--- config.mk ---
export PLATFORM = sky130hd
export DESIGN_NAME = duty_meas_multi_flat
export DESIGN_NICKNAME = d
export VERILOG_FILES = /design/src/rtl/duty_meas_multi_if.sv /design/src/rtl/duty_meas_multi.sv /design/src/flat_wrapper.sv
export SDC_FILE = /design/constraint.sdc
export NUM_CORES = 1
export LEC_CHECK = 0
export BUFFER_PORTS_ARGS = -buffer_cell sky130_fd_sc_hd__buf_2
export CORE_ASPECT_RATIO = 1.25
export CORE_MARGIN = 2
export CORE_UTILIZATION = 30
export CTS_CLUSTER_DIAMETER = 100
export DETAILED_ROUTE_END_ITERATION = 16
export MAX_ROUTING_LAYER = met4
export PLACE_DENSITY = 0.58
export SYNTH_ARGS = -nofsm -noshare
export SYNTH_HDL_FRONTEND = slang
export SYNTH_SLANG_ARGS = --single-unit
--- constraint.sdc ---
create_clock -name clk -period 7.6 [get_ports clk]
set_input_delay 1.52 -clock clk [delete_from_list [all_inputs] [get_ports clk]]
set_output_delay 1.52 -clock clk [all_outputs]
set_load 0.01 [all_outputs]
--- src/rtl/duty_meas_multi_if.sv ---
// duty_meas_multi_if
//   Bundles the measurement controls, the PWM inputs and the per-channel
//   results of duty_meas_multi.
//   master : drives en, clr_stats, pwm; observes the results
//   slave  : the monitor itself
// Signals
//   en         measurement enable
//   clr_stats  1-cycle pulse, restarts the min/max trackers
//   pwm        PWM inputs, bit i = channel i
//   duty       last-window duty, channel i = [i*WIDTH +: WIDTH]
//   duty_min   lowest duty since reset/clr_stats
//   duty_max   highest duty since reset/clr_stats
//   stuck_hi   last window had no edge and pwm was high throughout
//   stuck_lo   last window had no edge and pwm was low throughout
//   vld        1-clk pulse when the result signals update
interface duty_meas_multi_if #(
    parameter int NUM_CH = 3,
    parameter int WIDTH  = 8
);
    logic                    en;
    logic                    clr_stats;
    logic [NUM_CH-1:0]       pwm;
    logic [NUM_CH*WIDTH-1:0] duty;
    logic [NUM_CH*WIDTH-1:0] duty_min;
    logic [NUM_CH*WIDTH-1:0] duty_max;
    logic [NUM_CH-1:0]       stuck_hi;
    logic [NUM_CH-1:0]       stuck_lo;
    logic                    vld;

    modport master (
        output en, clr_stats, pwm,
        input  duty, duty_min, duty_max, stuck_hi, stuck_lo, vld
    );

    modport slave (
        input  en, clr_stats, pwm,
        output duty, duty_min, duty_max, stuck_hi, stuck_lo, vld
    );
endinterface

--- src/rtl/duty_meas_multi.sv ---
// duty_meas_multi
//   N-channel PWM duty-cycle monitor. Each channel is sampled over a fixed
//   2^WIN_LOG2-clock window (clocks with en=1); at the end of the window the
//   high count is scaled to a WIDTH-bit duty (all-ones = 100%), min/max are
//   tracked and stuck-high/stuck-low flags are raised for edge-free windows.
// Parameters
//   NUM_CH    number of channels
//   WIDTH     duty result width (WIN_LOG2 >= WIDTH)
//   WIN_LOG2  log2 of the window length in clocks
//   SYNC      0 = pwm used directly, 2 = two-flop synchronizer per channel
// Ports
//   clk    system clock, posedge
//   rst_n  synchronous active-low reset
//   bus    duty_meas_multi_if slave modport (controls, pwm, results)

// Per-channel counter, edge detector and result registers.
module duty_meas_ch #(
    parameter int WIDTH    = 8,
    parameter int WIN_LOG2 = 12
) (
    input  logic             clk,
    input  logic             rst_n,
    input  logic             en,
    input  logic             first,     // shared window counter is at 0
    input  logic             last,      // shared window counter is at its max
    input  logic             clr_stats,
    input  logic             pwm_s,
    output logic [WIDTH-1:0] duty,
    output logic [WIDTH-1:0] duty_min,
    output logic [WIDTH-1:0] duty_max,
    output logic             stuck_hi,
    output logic             stuck_lo
);
    localparam int SHIFT = WIN_LOG2 - WIDTH;

    logic [WIN_LOG2:0] hi_cnt;
    logic [WIN_LOG2:0] tot;
    logic [WIN_LOG2:0] tot_sh;
    logic [WIDTH-1:0]  d_new;
    logic              edge_flg;
    logic              edge_now;
    logic              edge_any;
    logic              pwm_prev;
    logic              win_end;

    // tot includes the current sample so the final cycle of a window counts.
    assign tot      = hi_cnt + {{WIN_LOG2{1'b0}}, pwm_s};
    assign tot_sh   = tot >> SHIFT;
    // Only an all-high window overflows WIDTH bits; clamp it to 100%.
    assign d_new    = (|tot_sh[WIN_LOG2:WIDTH]) ? '1 : tot_sh[WIDTH-1:0];
    // pwm_prev on the first window cycle belongs to the previous window.
    assign edge_now = !first && (pwm_s != pwm_prev);
    assign edge_any = edge_flg | edge_now;
    assign win_end  = en && last;

    always_ff @(posedge clk) begin
        if (!rst_n) begin
            hi_cnt   <= '0;
            edge_flg <= 1'b0;
            pwm_prev <= 1'b0;
            duty     <= '0;
            duty_min <= '1;
            duty_max <= '0;
            stuck_hi <= 1'b0;
            stuck_lo <= 1'b0;
        end else begin
            pwm_prev <= pwm_s;

            if (!en || last) begin
                hi_cnt   <= '0;
                edge_flg <= 1'b0;
            end else begin
                hi_cnt   <= tot;
                edge_flg <= edge_any;
            end

            if (win_end) begin
                duty     <= d_new;
                stuck_hi <= !edge_any && (tot == {1'b1, {WIN_LOG2{1'b0}}});
                stuck_lo <= !edge_any && (tot == '0);
                // A clear coinciding with the window end restarts the
                // trackers from the new sample.
                duty_min <= (clr_stats || d_new < duty_min) ? d_new : duty_min;
                duty_max <= (clr_stats || d_new > duty_max) ? d_new : duty_max;
            end else if (clr_stats) begin
                duty_min <= '1;
                duty_max <= '0;
            end
        end
    end
endmodule

module duty_meas_multi #(
    parameter int NUM_CH   = 3,
    parameter int WIDTH    = 8,
    parameter int WIN_LOG2 = 12,
    parameter int SYNC     = 0
) (
    input  logic            clk,
    input  logic            rst_n,
    duty_meas_multi_if.slave bus
);
    logic [NUM_CH-1:0]             pwm_s;
    logic [WIN_LOG2-1:0]           win_cnt;
    logic                          vld_r;
    logic [NUM_CH-1:0][WIDTH-1:0]  duty_a;
    logic [NUM_CH-1:0][WIDTH-1:0]  min_a;
    logic [NUM_CH-1:0][WIDTH-1:0]  max_a;
    logic [NUM_CH-1:0]             shi_a;
    logic [NUM_CH-1:0]             slo_a;
    logic                          first;
    logic                          last;

    if (SYNC == 2) begin : g_sync
        logic [NUM_CH-1:0] s1;
        logic [NUM_CH-1:0] s2;
        always_ff @(posedge clk) begin
            if (!rst_n) begin
                s1 <= '0;
                s2 <= '0;
            end else begin
                s1 <= bus.pwm;
                s2 <= s1;
            end
        end
        assign pwm_s = s2;
    end else begin : g_nosync
        assign pwm_s = bus.pwm;
    end

    assign first = (win_cnt == '0);
    assign last  = (win_cnt == '1);

    // Shared window counter; en=0 discards the partial window.
    always_ff @(posedge clk) begin
        if (!rst_n) begin
            win_cnt <= '0;
            vld_r   <= 1'b0;
        end else begin
            vld_r   <= bus.en && last;
            win_cnt <= bus.en ? win_cnt + 1'b1 : '0;
        end
    end

    for (genvar i = 0; i < NUM_CH; i++) begin : g_ch
        duty_meas_ch #(
            .WIDTH    (WIDTH),
            .WIN_LOG2 (WIN_LOG2)
        ) u_ch (
            .clk       (clk),
            .rst_n     (rst_n),
            .en        (bus.en),
            .first     (first),
            .last      (last),
            .clr_stats (bus.clr_stats),
            .pwm_s     (pwm_s[i]),
            .duty      (duty_a[i]),
            .duty_min  (min_a[i]),
            .duty_max  (max_a[i]),
            .stuck_hi  (shi_a[i]),
            .stuck_lo  (slo_a[i])
        );
    end

    assign bus.duty     = duty_a;
    assign bus.duty_min = min_a;
    assign bus.duty_max = max_a;
    assign bus.stuck_hi = shi_a;
    assign bus.stuck_lo = slo_a;
    assign bus.vld      = vld_r;
endmodule
--- src/flat_wrapper.sv ---
// flat-port wrapper written by rule: the top's interface ports become plain ports
module duty_meas_multi_flat 
#(
    parameter int NUM_CH   = 3,
    parameter int WIDTH    = 8,
    parameter int WIN_LOG2 = 12,
    parameter int SYNC     = 0
)
  (clk, rst_n, bus_en, bus_clr_stats, bus_pwm, bus_duty, bus_duty_min, bus_duty_max, bus_stuck_hi, bus_stuck_lo, bus_vld);
  duty_meas_multi_if #(.NUM_CH(NUM_CH), .WIDTH(WIDTH)) bus_i ();
  input  logic clk;
  input  logic rst_n;
  input wire logic [$bits(bus_i.en)-1:0] bus_en;
  input wire logic [$bits(bus_i.clr_stats)-1:0] bus_clr_stats;
  input wire logic [$bits(bus_i.pwm)-1:0] bus_pwm;
  output wire logic [$bits(bus_i.duty)-1:0] bus_duty;
  output wire logic [$bits(bus_i.duty_min)-1:0] bus_duty_min;
  output wire logic [$bits(bus_i.duty_max)-1:0] bus_duty_max;
  output wire logic [$bits(bus_i.stuck_hi)-1:0] bus_stuck_hi;
  output wire logic [$bits(bus_i.stuck_lo)-1:0] bus_stuck_lo;
  output wire logic [$bits(bus_i.vld)-1:0] bus_vld;
  assign bus_i.en = bus_en;
  assign bus_i.clr_stats = bus_clr_stats;
  assign bus_i.pwm = bus_pwm;
  assign bus_duty = bus_i.duty;
  assign bus_duty_min = bus_i.duty_min;
  assign bus_duty_max = bus_i.duty_max;
  assign bus_stuck_hi = bus_i.stuck_hi;
  assign bus_stuck_lo = bus_i.stuck_lo;
  assign bus_vld = bus_i.vld;
  duty_meas_multi #(.NUM_CH(NUM_CH), .WIDTH(WIDTH), .WIN_LOG2(WIN_LOG2), .SYNC(SYNC)) u_core (.clk(clk), .rst_n(rst_n), .bus(bus_i));
endmodule
==> impl_metrics.env <==
export IMPL_status="completed"
export IMPL_max_slew_margin_pct=32.49
export IMPL_h_tree_depth=4
export IMPL_num_vias=5788
export IMPL_multi_input_area_um2=3820
export IMPL_syn_avg_cell_area_um2=8.663
export IMPL_cp_slowest_stage_delay_ns=0.80
export IMPL_synthCells=800
export IMPL_cts_repair_resized=0
export IMPL_grt_pass1_wl_mm=28.11
export IMPL_die_area_um2=24340
export IMPL_placed_cell_area_um2=7569
export IMPL_maxSlewViolCount=0
export IMPL_synth_edf_count=0
export IMPL_register_area_um2=2723
export IMPL_worst_pin_slew_ns=1.005
export IMPL_synthTopCellsByArea="dfxtp_1, ha_1, nor2_1, nand2_1, xnor2_1"
export IMPL_crit_path_end_kind="register"
export IMPL_drt_wl_total_mm=17.20
export IMPL_fp_dieH_um=173.9
export IMPL_hp_class="reg2reg"
export IMPL_detail_route_antenna_nets=0
export IMPL_met2_usage_pct=24.04
export IMPL_firstDrtPassIters=4
export IMPL_required_ns=7.96
export IMPL_slowest_stage="xnor2_1"
export IMPL_drc=0
export IMPL_cts_sinks=136
export IMPL_synthArstFlopShare_pct=0
export IMPL_tritoncts="yes"
export IMPL_syn_nets=860
export IMPL_final_nets=927
export IMPL_ys_types=57
export IMPL_wl_per_cell_um=14.73
export IMPL_overflow=0
export IMPL_synth_top_area_share_pct=39.29
export IMPL_yosysTopAreaCell="dfxtp_1"
export IMPL_synthToLayoutAreaGrowth_pct=17.58
export IMPL_clock_latency_ns=0.42
export IMPL_cts_made_buffers=17
export IMPL_crit_path_start_kind="primary input"
export IMPL_synth_common_cells="dfxtp_1, nor2_1, nand2_1, inv_1, ha_1"
export IMPL_leakage_nw=3.462
export IMPL_clk_path_buf_depth=2
export IMPL_drive_gt1_share_pct=16.84
export IMPL_drt_iter0_drc=277
export IMPL_synth_warnings=0
export IMPL_synthesis_area_um2=6930
export IMPL_root_buffer="clkbuf_16"
export IMPL_place_congestion=0.8355
export IMPL_fin_skew_ns=0.009447
export IMPL_fillers=2369
export IMPL_io_pins=86
export IMPL_finalHoldViolCount=0
export IMPL_postCtsHoldBufs=0
export IMPL_fin_crit_sh_pct=67.65
export IMPL_row_count=62
export IMPL_critical_path_class="in2reg"
export IMPL_max_freq_mhz=194.5
export IMPL_synth_seq_cells=136
export IMPL_postCtsSetupBuffers=0
export IMPL_p_per_area_nw_per_um2=194.1
export IMPL_grt_pass1_vias=5703
export IMPL_use_met3_pct=2.948
export IMPL_core_um2=22810
export IMPL_synth_seq_area_share_pct=39.29
export IMPL_finalCriticalPeriod_ns=5.142
export IMPL_crit_path_frequent_cell="ha_1"
export IMPL_crit_chain="buf_2, ha_1, ha_1, nand4_1, nor3_1, xnor2_1, nand2_1, ha_1, nor2b_1, o31ai_1, a21oi_1, a2111oi_0, o21a_1, a22o_1"
export IMPL_setup_viol=0
export IMPL_grt_max_degree=46
export IMPL_total_power_w=0.001582
export IMPL_clkSlewWorstSetupHoldPaths_ns=0.05
export IMPL_cp_max_fo=13
export IMPL_synth_ff_type="dfxtp_1"
export IMPL_yosysMostFrequentCell="dfxtp_1"
export IMPL_cp_arrival_ns=5.50
export IMPL_port_buffers=85
export IMPL_design_area_um2=8149
export IMPL_hpwl_mm=12.47
export IMPL_chipWidth_um=139.9
export IMPL_rsz0062_at_grt="no"
export IMPL_grt_busiest_layer="met2"
export IMPL_max_cap_viol_count=0
export IMPL_track_usage_pct=14.72
export IMPL_antenna_found_initial=1
export IMPL_max_vdd_ir_drop_uv=130.1
export IMPL_start_util_pct=30.39
export IMPL_met1_usage_pct=17.21
export IMPL_via_per_inst=4.955
export IMPL_tns_ns=0
-- where the power goes --
group / total (W) / switching [W] / internal, W / leakage (nW)
logic: 0.0000408 / 0.0000282 / 0.0000126 / 2.08
registers: 0.000718 / 0.00000135 / 0.000716 / 1.10
clock network: 0.000823 / 0.000305 / 0.000519 / 0.286
total: 0.00158 / 0.000334 / 0.00125 / 3.46
-- final cells by class --
cell class / instances / area share (%)
inverter: 56 / 2.579
multi-input combinational: 567 / 46.88
tap: 288 / 4.422
timing repair buffer: 89 / 5.589
antenna: 1 / 0.03071
clock buffer: 21 / 5.527
sequential: 136 / 33.41
clock inverter: 10 / 1.566
-- worst max-delay path: cells and delay by family --
kind / cells / cell delay, ns
adder cells (fa/ha/maj): 3 / 0.83
buffers and inverters: 1 / 0.12
AND/OR/NAND/NOR: 4 / 0.68
AO/OA/AOI/OAI: 5 / 1.55
XOR/XNOR: 1 / 0.80
-- metrics by stage --
stage	utilization, %	std cells	hold WS [ns]	setup WS (ns)
finish	35.73	1168	0.4459	2.458
global route	35.73	1168	0.4749	2.076
CTS	35.72	1167	0.4486	2.490
detailed placement	33.19	1136	0.4410	2.026
global placement	33.19	1136	0.4407	2.215
floorplan	-	800	0.4239	2.808
-- path summary, 6_finish.rpt --
kind | startpoint | end | slack, ns | depth (start not counted)
hold / removal | u_core.g_ch[2].u_ch.duty[4] | u_core.g_ch[2].u_ch.duty[4] | 0.45 | 2
hold reg to reg | u_core.g_ch[2].u_ch.duty[4] | u_core.g_ch[2].u_ch.duty[4] | 0.45 | 2
setup / recovery | bus_pwm[2] | u_core.g_ch[2].u_ch.duty_max[7] | 2.46 | 14
setup reg to reg | u_core.g_ch[2].u_ch.hi_cnt[0] | u_core.g_ch[2].u_ch.duty_max[7] | 3.41 | 13
-- layout by cell type, fill, tap and decap left out, types with 4 or more instances in the layout --
cell type  netlist  routed
nand2b_1         6       6
o21ai_0          6       6
o2bb2ai_1        4       4
clkinv_2         0       6
dfxtp_1        136     136
ha_1            53      53
a31oi_1         10      10
mux2_2          18      18
nand2_1         80      80
nor4_1           5       4
and3_1          13      13
a22o_1          14      14
a21oi_1         42      42
nor3_1          14      14
buf_2            1      85
a311oi_1         5       5
nand3_1         40      40
xor2_1          25      25
o21a_1           6       6
clkbuf_16        0      17
a211oi_1        13      13
xnor2_1         29      29
and2_1          19      19
nand4_1         18      18
or4_1            4       4
a21o_1           4       4
or2_2            5       5
buf_4            6       4
nor2b_1          5       5
inv_1           56      56
a32o_1           5       5
nor2_1          87      87
-- sequential cells by signal, summed over array words and instances, names as in the netlist --
register                   cells
u_core.win_cnt                12
u_core.g_ch.u_ch.hi_cnt       39
u_core.g_ch.u_ch.stuck_hi      3
u_core.g_ch.u_ch.pwm_prev      3
u_core.g_ch.u_ch.duty         24
u_core.g_ch.u_ch.duty_max     24
u_core.g_ch.u_ch.edge_flg      3
u_core.g_ch.u_ch.stuck_lo      3
u_core.g_ch.u_ch.duty_min     24
u_core.bus.vld                 1
-- layer usage --
metal	wire length [um]	up-vias
met3	576	30
li1	-	2929
met5	0	-
met1	7800	2727
met4	516	0
met2	8309	102
-- kinds of logic after synthesis --
group,Yosys count,synth area share [%]
AOI/OAI and AO/OA,132,13.81
xor gates and xnor gates,54,6.824
adders and majority gates,53,9.569
buffers and inverters,97,5.813
DFF,136,39.29
muxes,21,3.358
and+or+nand+nor,307,21.34
(Power assumes the default switching activity.)
